File: src/rtl/seg_pkg.sv
// seg_pkg: shared types and helpers for the seven-segment scan controller.
// Contents: digit count and select width, nibble/select/display typedefs, and
// lz_blank(), the leading-zero rule used when SEG_LEADING_ZERO_BLANK_EN is defined.
package seg_pkg;

  localparam int NUM_DIGITS = 8;
  localparam int SEL_W      = 3;

  typedef logic [3:0]       nibble_t;
  typedef logic [SEL_W-1:0] sel_t;

  typedef struct packed {
    logic [31:0] word;
    logic [7:0]  mask;
  } disp_t;

  // True when digit k (k > 0) sits above the highest nonzero nibble of word,
  // i.e. nibbles k..7 are all zero. Digit 0 always shows.
  function automatic logic lz_blank(input logic [31:0] word, input sel_t k);
    logic any_nz;
    any_nz = 1'b0;
    for (int i = 0; i < NUM_DIGITS; i++) begin
      if ((i >= int'(k)) && (word[i*4 +: 4] != 4'h0)) any_nz = 1'b1;
    end
    return (k != '0) && !any_nz;
  endfunction

endpackage

File: src/rtl/seg_tick_gen.sv
// seg_tick_gen: digit-slot prescaler. Counts 0..TICK_DIV-1 and wraps; tick is
// high during the last count of each slot.
// Ports: clk (clock), rst_n (async active-low reset), tick (slot-end strobe).
module seg_tick_gen #(
  parameter int unsigned TICK_DIV = 100_000
) (
  input  logic clk,
  input  logic rst_n,
  output logic tick
);

  localparam int unsigned CntW = (TICK_DIV > 1) ? $clog2(TICK_DIV) : 1;

  logic [CntW-1:0] pcnt_q, pcnt_d;

  always_comb begin
    tick   = (pcnt_q == CntW'(TICK_DIV - 1));
    pcnt_d = tick ? '0 : pcnt_q + 1'b1;
  end

  always_ff @(posedge clk or negedge rst_n) begin
    if (!rst_n) pcnt_q <= '0;
    else        pcnt_q <= pcnt_d;
  end

endmodule

File: src/rtl/seg_scan_ctrl.sv
// seg_scan_ctrl: time-multiplexed scan controller for an 8-digit common-anode
// seven-segment display. A written word/mask is held in a pending buffer and
// only goes live at the 7->0 wrap, so a frame never mixes two words.
// Ports:
//   clk, rst_n          clock, async active-low reset
//   wr_valid/wr_ready   write handshake; wr_ready = pending buffer empty
//   wr_data, wr_mask    display word (nibble k -> digit k) and digit enables
//   num, sel, blank     registered nibble, digit index and blank for the decoder
//   frame_done          one-cycle pulse in the cycle sel becomes 0
// Build option: define SEG_LEADING_ZERO_BLANK_EN to also blank leading zero digits.
module seg_scan_ctrl
  import seg_pkg::*;
#(
  parameter int unsigned TICK_DIV = 100_000
) (
  input  logic        clk,
  input  logic        rst_n,
  input  logic        wr_valid,
  output logic        wr_ready,
  input  logic [31:0] wr_data,
  input  logic [7:0]  wr_mask,
  output logic [3:0]  num,
  output logic [2:0]  sel,
  output logic        blank,
  output logic        frame_done
);

  logic    tick;
  sel_t    sel_q, sel_next;
  nibble_t num_q, num_next;
  logic    blank_q, blank_next;
  logic    frame_done_q;
  disp_t   shown_q, shown_next;
  disp_t   pend_q;
  logic    pend_full_q;
  logic    frame_end, commit, xfer;

  seg_tick_gen #(
    .TICK_DIV(TICK_DIV)
  ) u_tick_gen (
    .clk  (clk),
    .rst_n(rst_n),
    .tick (tick)
  );

  always_comb begin
    sel_next   = sel_q + 1'b1;
    frame_end  = tick && (sel_q == sel_t'(NUM_DIGITS - 1));
    commit     = frame_end && pend_full_q;
    xfer       = wr_valid && !pend_full_q;
    // Outputs for the new digit are computed from the word that will be shown
    // after this edge, so digit 0 of a fresh frame already uses a committed word.
    shown_next = commit ? pend_q : shown_q;
    num_next   = shown_next.word[{sel_next, 2'b00} +: 4];
`ifdef SEG_LEADING_ZERO_BLANK_EN
    blank_next = ~shown_next.mask[sel_next] | lz_blank(shown_next.word, sel_next);
`else
    blank_next = ~shown_next.mask[sel_next];
`endif
  end

  always_ff @(posedge clk or negedge rst_n) begin
    if (!rst_n) begin
      sel_q        <= '0;
      num_q        <= '0;
      blank_q      <= 1'b0;
      frame_done_q <= 1'b0;
      shown_q      <= '{word: 32'h0, mask: 8'hFF};
      pend_q       <= '0;
      pend_full_q  <= 1'b0;
    end else begin
      frame_done_q <= frame_end;
      if (xfer) pend_q <= '{word: wr_data, mask: wr_mask};
      // commit needs a full buffer and xfer an empty one, so they never collide
      if (commit)    pend_full_q <= 1'b0;
      else if (xfer) pend_full_q <= 1'b1;
      if (tick) begin
        sel_q   <= sel_next;
        num_q   <= num_next;
        blank_q <= blank_next;
        shown_q <= shown_next;
      end
    end
  end

  assign wr_ready   = !pend_full_q;
  assign num        = num_q;
  assign sel        = sel_q;
  assign blank      = blank_q;
  assign frame_done = frame_done_q;

endmodule

File: config.mk
export PLATFORM = sky130hd
export DESIGN_NAME = seg_scan_ctrl
export DESIGN_NICKNAME = d
export VERILOG_FILES = /design/src/rtl/seg_pkg.sv /design/src/rtl/seg_tick_gen.sv /design/src/rtl/seg_scan_ctrl.sv
export SDC_FILE = /design/constraint.sdc
export NUM_CORES = 1
export LEC_CHECK = 0
export ABC_AREA = 1
export BUFFER_PORTS_ARGS = -buffer_cell sky130_fd_sc_hd__clkbuf_2
export CORE_MARGIN = 2
export CORE_UTILIZATION = 35
export CTS_CLUSTER_SIZE = 20
export DETAILED_ROUTE_END_ITERATION = 8
export PLACE_DENSITY_LB_ADDON = 0.2
export SYNTH_ARGS = -nofsm -noshare
export SYNTH_HDL_FRONTEND = slang
export SYNTH_SLANG_ARGS = --single-unit
File: constraint.sdc
create_clock -name clk -period 3.76 [get_ports clk]
set_input_delay 0.376 -clock clk [delete_from_list [all_inputs] [get_ports clk]]
set_output_delay 0.376 -clock clk [all_outputs]
set_load 0.1 [all_outputs]
==> impl_metrics.tcl <==
set metrics [dict create \
    cts_tree "built" \
    vias_per_cell 4.94 \
    crit_chain "ha_1 > nand3_1 > inv_1 > nand3_4 > nor2_8 > nand3_4 > nand2_1 > nand3_1 > nand3_1 > nand2_1 > nand2_1 > nand3_1" \
    path_max_fanout 41 \
    cp.depth 12 \
    cts_resized 0 \
    cts_buffers 9 \
    drtPass1Iterations 4 \
    drive_gt1_share_pct 24.2 \
    ys_seq_area_share_pct 53.2 \
    power_density_nw_per_um2 387 \
    r2r_setup_slack_ps 1150 \
    synthFlopType "dfrtp_1" \
    globalRouteMet3Util_pct 2.88 \
    ir_drop_v 0.000147 \
    finalHoldViolCount 0 \
    syn_nets 580 \
    slowest_delay_ps 500 \
    io-pin-count 53 \
    floorplan.die_area_um2 15400 \
    status "finished, final reports clean" \
    clkTransAtPathRegs_ps 70 \
    final.period_utilization_pct 69.5 \
    r2r_start "u_tick_gen.pcnt_q[0]$_DFF_PN0_" \
    grt_antenna_before_repair 0 \
    gp_congestion 0.826 \
    start_kind "flip-flop" \
    drv_slew 0 \
    ys_ff_latch 107 \
    tightestPinTransition_ps 1010 \
    core_area_um2 14000 \
    port_buffers 52 \
    min_period_ps 2610 \
    cts_hold_buf 0 \
    avgRoutedWirePerCell_um 15.0 \
    antennaDiodeCount 0 \
    setup_tns_ps 0 \
    initial_core_util_pct 36.1 \
    design_power_total_mw 2.19 \
    min_path_type "in2async" \
    slew_headroom_pct 32.8 \
    cts-root-buf "clkbuf_16" \
    worst-path-buf-inv 1 \
    grt_most_used_layer "met2" \
    r2r_cells 12 \
    grt_pass1_wl_mm 19.4 \
    routed-via-count 3741 \
    nNetsFinal 620 \
    clock_latency_ps 350 \
    required_ps 4000 \
    crit_path_end "num[2]$_DFFE_PN0N_" \
    htree_levels 3 \
    rsz0062_at_grt "false" \
    syn-cell-area_um2 5050 \
    chipHeight_um 124 \
    slowest_stage "nand3_4" \
    path_common_cell "nand3_1" \
    wirelength_mm 11.4 \
    antenna_left 0 \
    globalRouteMet2Util_pct 25.4 \
    critical_path_class "reg2reg" \
    synth_edf_count 0 \
    ys_warn_count 0 \
    r2r_end "num[2]$_DFFE_PN0N_" \
    cts.sinks 107 \
    grt_max_degree 63 \
    die_w_um 124 \
    drc_errors 0 \
    crit_family "simple AND/OR/NAND/NOR gates" \
    worstPathArrival_ps 2850 \
    syn_inst 534 \
    dp.cells 743 \
    grt_overflow 0 \
    rows 43 \
    cap_violations 0 \
    ys_async_sr_fraction_pct 100 \
    ys_types 34 \
    post-cts-setup-buffers 0 \
    grt_usage_pct 16.5 \
    grt_pass1_vias 3815 \
    skew_ps 7.88 \
    syn2layout_area_growth_pct 12.0 \
    cts_max_path_buffers 2 \
    p_leak_nw 3.02 \
    drtIter0Drc 267 \
    fmax_mhz 383 \
    crit_start "u_tick_gen.pcnt_q[0]$_DFF_PN0_" \
    layoutNonFillerInstCount 758 \
    setup_viol 0 \
    synth_area_per_cell_um2 9.47 \
    crit_path_end_kind "flip-flop" \
    met1_usage_pct 23.0 \
    hpwl_mm 7.95 \
]
## per-stage QoR
| stage | utilization [%] | area [µm²] | setup slack [ps] | hold WS (ps) |
|---|---|---|---|---|
| global placement | 38.6 | 5400 | 1220 | 444 |
| finish | 40.5 | 5660 | 1150 | 110 |
| CTS | 40.5 | 5660 | 1120 | 147 |
| detailed placement | 38.6 | 5400 | 1140 | 453 |
| floorplan | - | 5050 | 1360 | 80.4 |
| global route | 40.5 | 5660 | 825 | 182 |
## power breakdown
group          leakage [nW]  switching (mW)  internal (mW)
Clock                 0.132           0.407          0.461
Sequential             1.37          0.0270           1.20
Combinational          1.51          0.0465         0.0491
## flip-flops by register name, indices dropped and copies added (netlist names)
| name | cells |
|---|---|
| sel | 3 |
| pend_full_q | 1 |
| num | 4 |
| u_tick_gen.pcnt_q | 17 |
| pend_q | 40 |
| frame_done | 1 |
| blank | 1 |
| shown_q | 40 |
## cells in the mapped netlist (2+ instances only)
master / count / area [µm²]
nand4_1: 33 / 206
nor2_1: 27 / 101
clkbuf_1: 11 / 41.3
nand4_2: 5 / 62.6
nand2_2: 10 / 62.6
nand3_1: 78 / 390
nor4_1: 3 / 18.8
nand2_1: 115 / 432
buf_6: 4 / 45.0
dfstp_2: 8 / 210
ha_1: 3 / 37.5
nand3_4: 3 / 52.6
and2_1: 8 / 50.1
buf_1: 2 / 7.51
mux2_2: 32 / 360
a21oi_1: 10 / 50.1
buf_2: 6 / 30.0
inv_1: 44 / 165
inv_2: 5 / 18.8
dfrtp_1: 99 / 2480
nor3_1: 2 / 10.0
xor2_1: 4 / 35.0
o21ai_0: 8 / 40.0
buf_4: 4 / 30.0
## logic make-up after synthesis
group	count (synthesis)	share of synthesized area [%]
buffers and inverters	78	7.38
and+or+nand+nor	289	28.7
muxes	32	7.13
xor gates and xnor gates	5	0.866
DFF	107	53.2
AOI/OAI and AO/OA	20	2.03
adders and majority gates	3	0.743
## per-layer routing
metal	wire [µm]	up-vias	part of all wire, %
li1	-	1849	-
met1	5400	1806	47
met2	5280	70	46
met3	448	16	3.9
met4	251	0	2.2
met5	0	-	0
## area by class of cell
| class | count | area (µm²) |
|---|---|---|
| repair buffers | 58 | 308 |
| clock buffers | 12 | 246 |
| inverters | 49 | 184 |
| clock inverters | 3 | 15.0 |
| flip-flops and latches | 107 | 2690 |
| multi-input cells | 349 | 2000 |
| well taps | 180 | 225 |
| fillers | 1410 | 8330 |
## layout by cell type (no fill, tap or decap), types with 10 or more instances in the layout
cell type | synthesis | final
nand2_1 | 115 | 114
dfrtp_1 | 99 | 99
nand3_1 | 78 | 78
clkbuf_2 | 0 | 51
inv_1 | 44 | 44
nand4_1 | 33 | 33
mux2_2 | 32 | 32
nor2_1 | 27 | 27
nand2_2 | 10 | 11
a21oi_1 | 10 | 10
## worst reg2reg max path, cell delays in order (launching register included)
cell and delay (ps):
dfrtp_1 370, ha_1 190, nand3_1 140, inv_1 150
nand3_4 140, nor2_8 300, nand3_4 500, nand2_1 260
nand3_1 130, nand3_1 110, nand2_1 80, nand2_1 70
nand3_1 70
## how the worst min path moves through the flow
stage                                               from                             end  slack, ps  cells after the start
after global placement    u_tick_gen.pcnt_q[0]$_DFF_PN0_  u_tick_gen.pcnt_q[0]$_DFF_PN0_        440                      1
after global routing                               rst_n          pend_q[23]$_DFFE_PN0P_        180                      1
final                                              rst_n          pend_q[23]$_DFFE_PN0P_        110                      1
after floorplan                                    rst_n               blank$_DFFE_PN0N_         80                      0
after CTS                                          rst_n          pend_q[23]$_DFFE_PN0P_        150                      1
after detailed placement         shown_q[37]$_DFFE_PN0N_         shown_q[37]$_DFFE_PN0N_        450                      2
(Power assumes the default switching activity.)
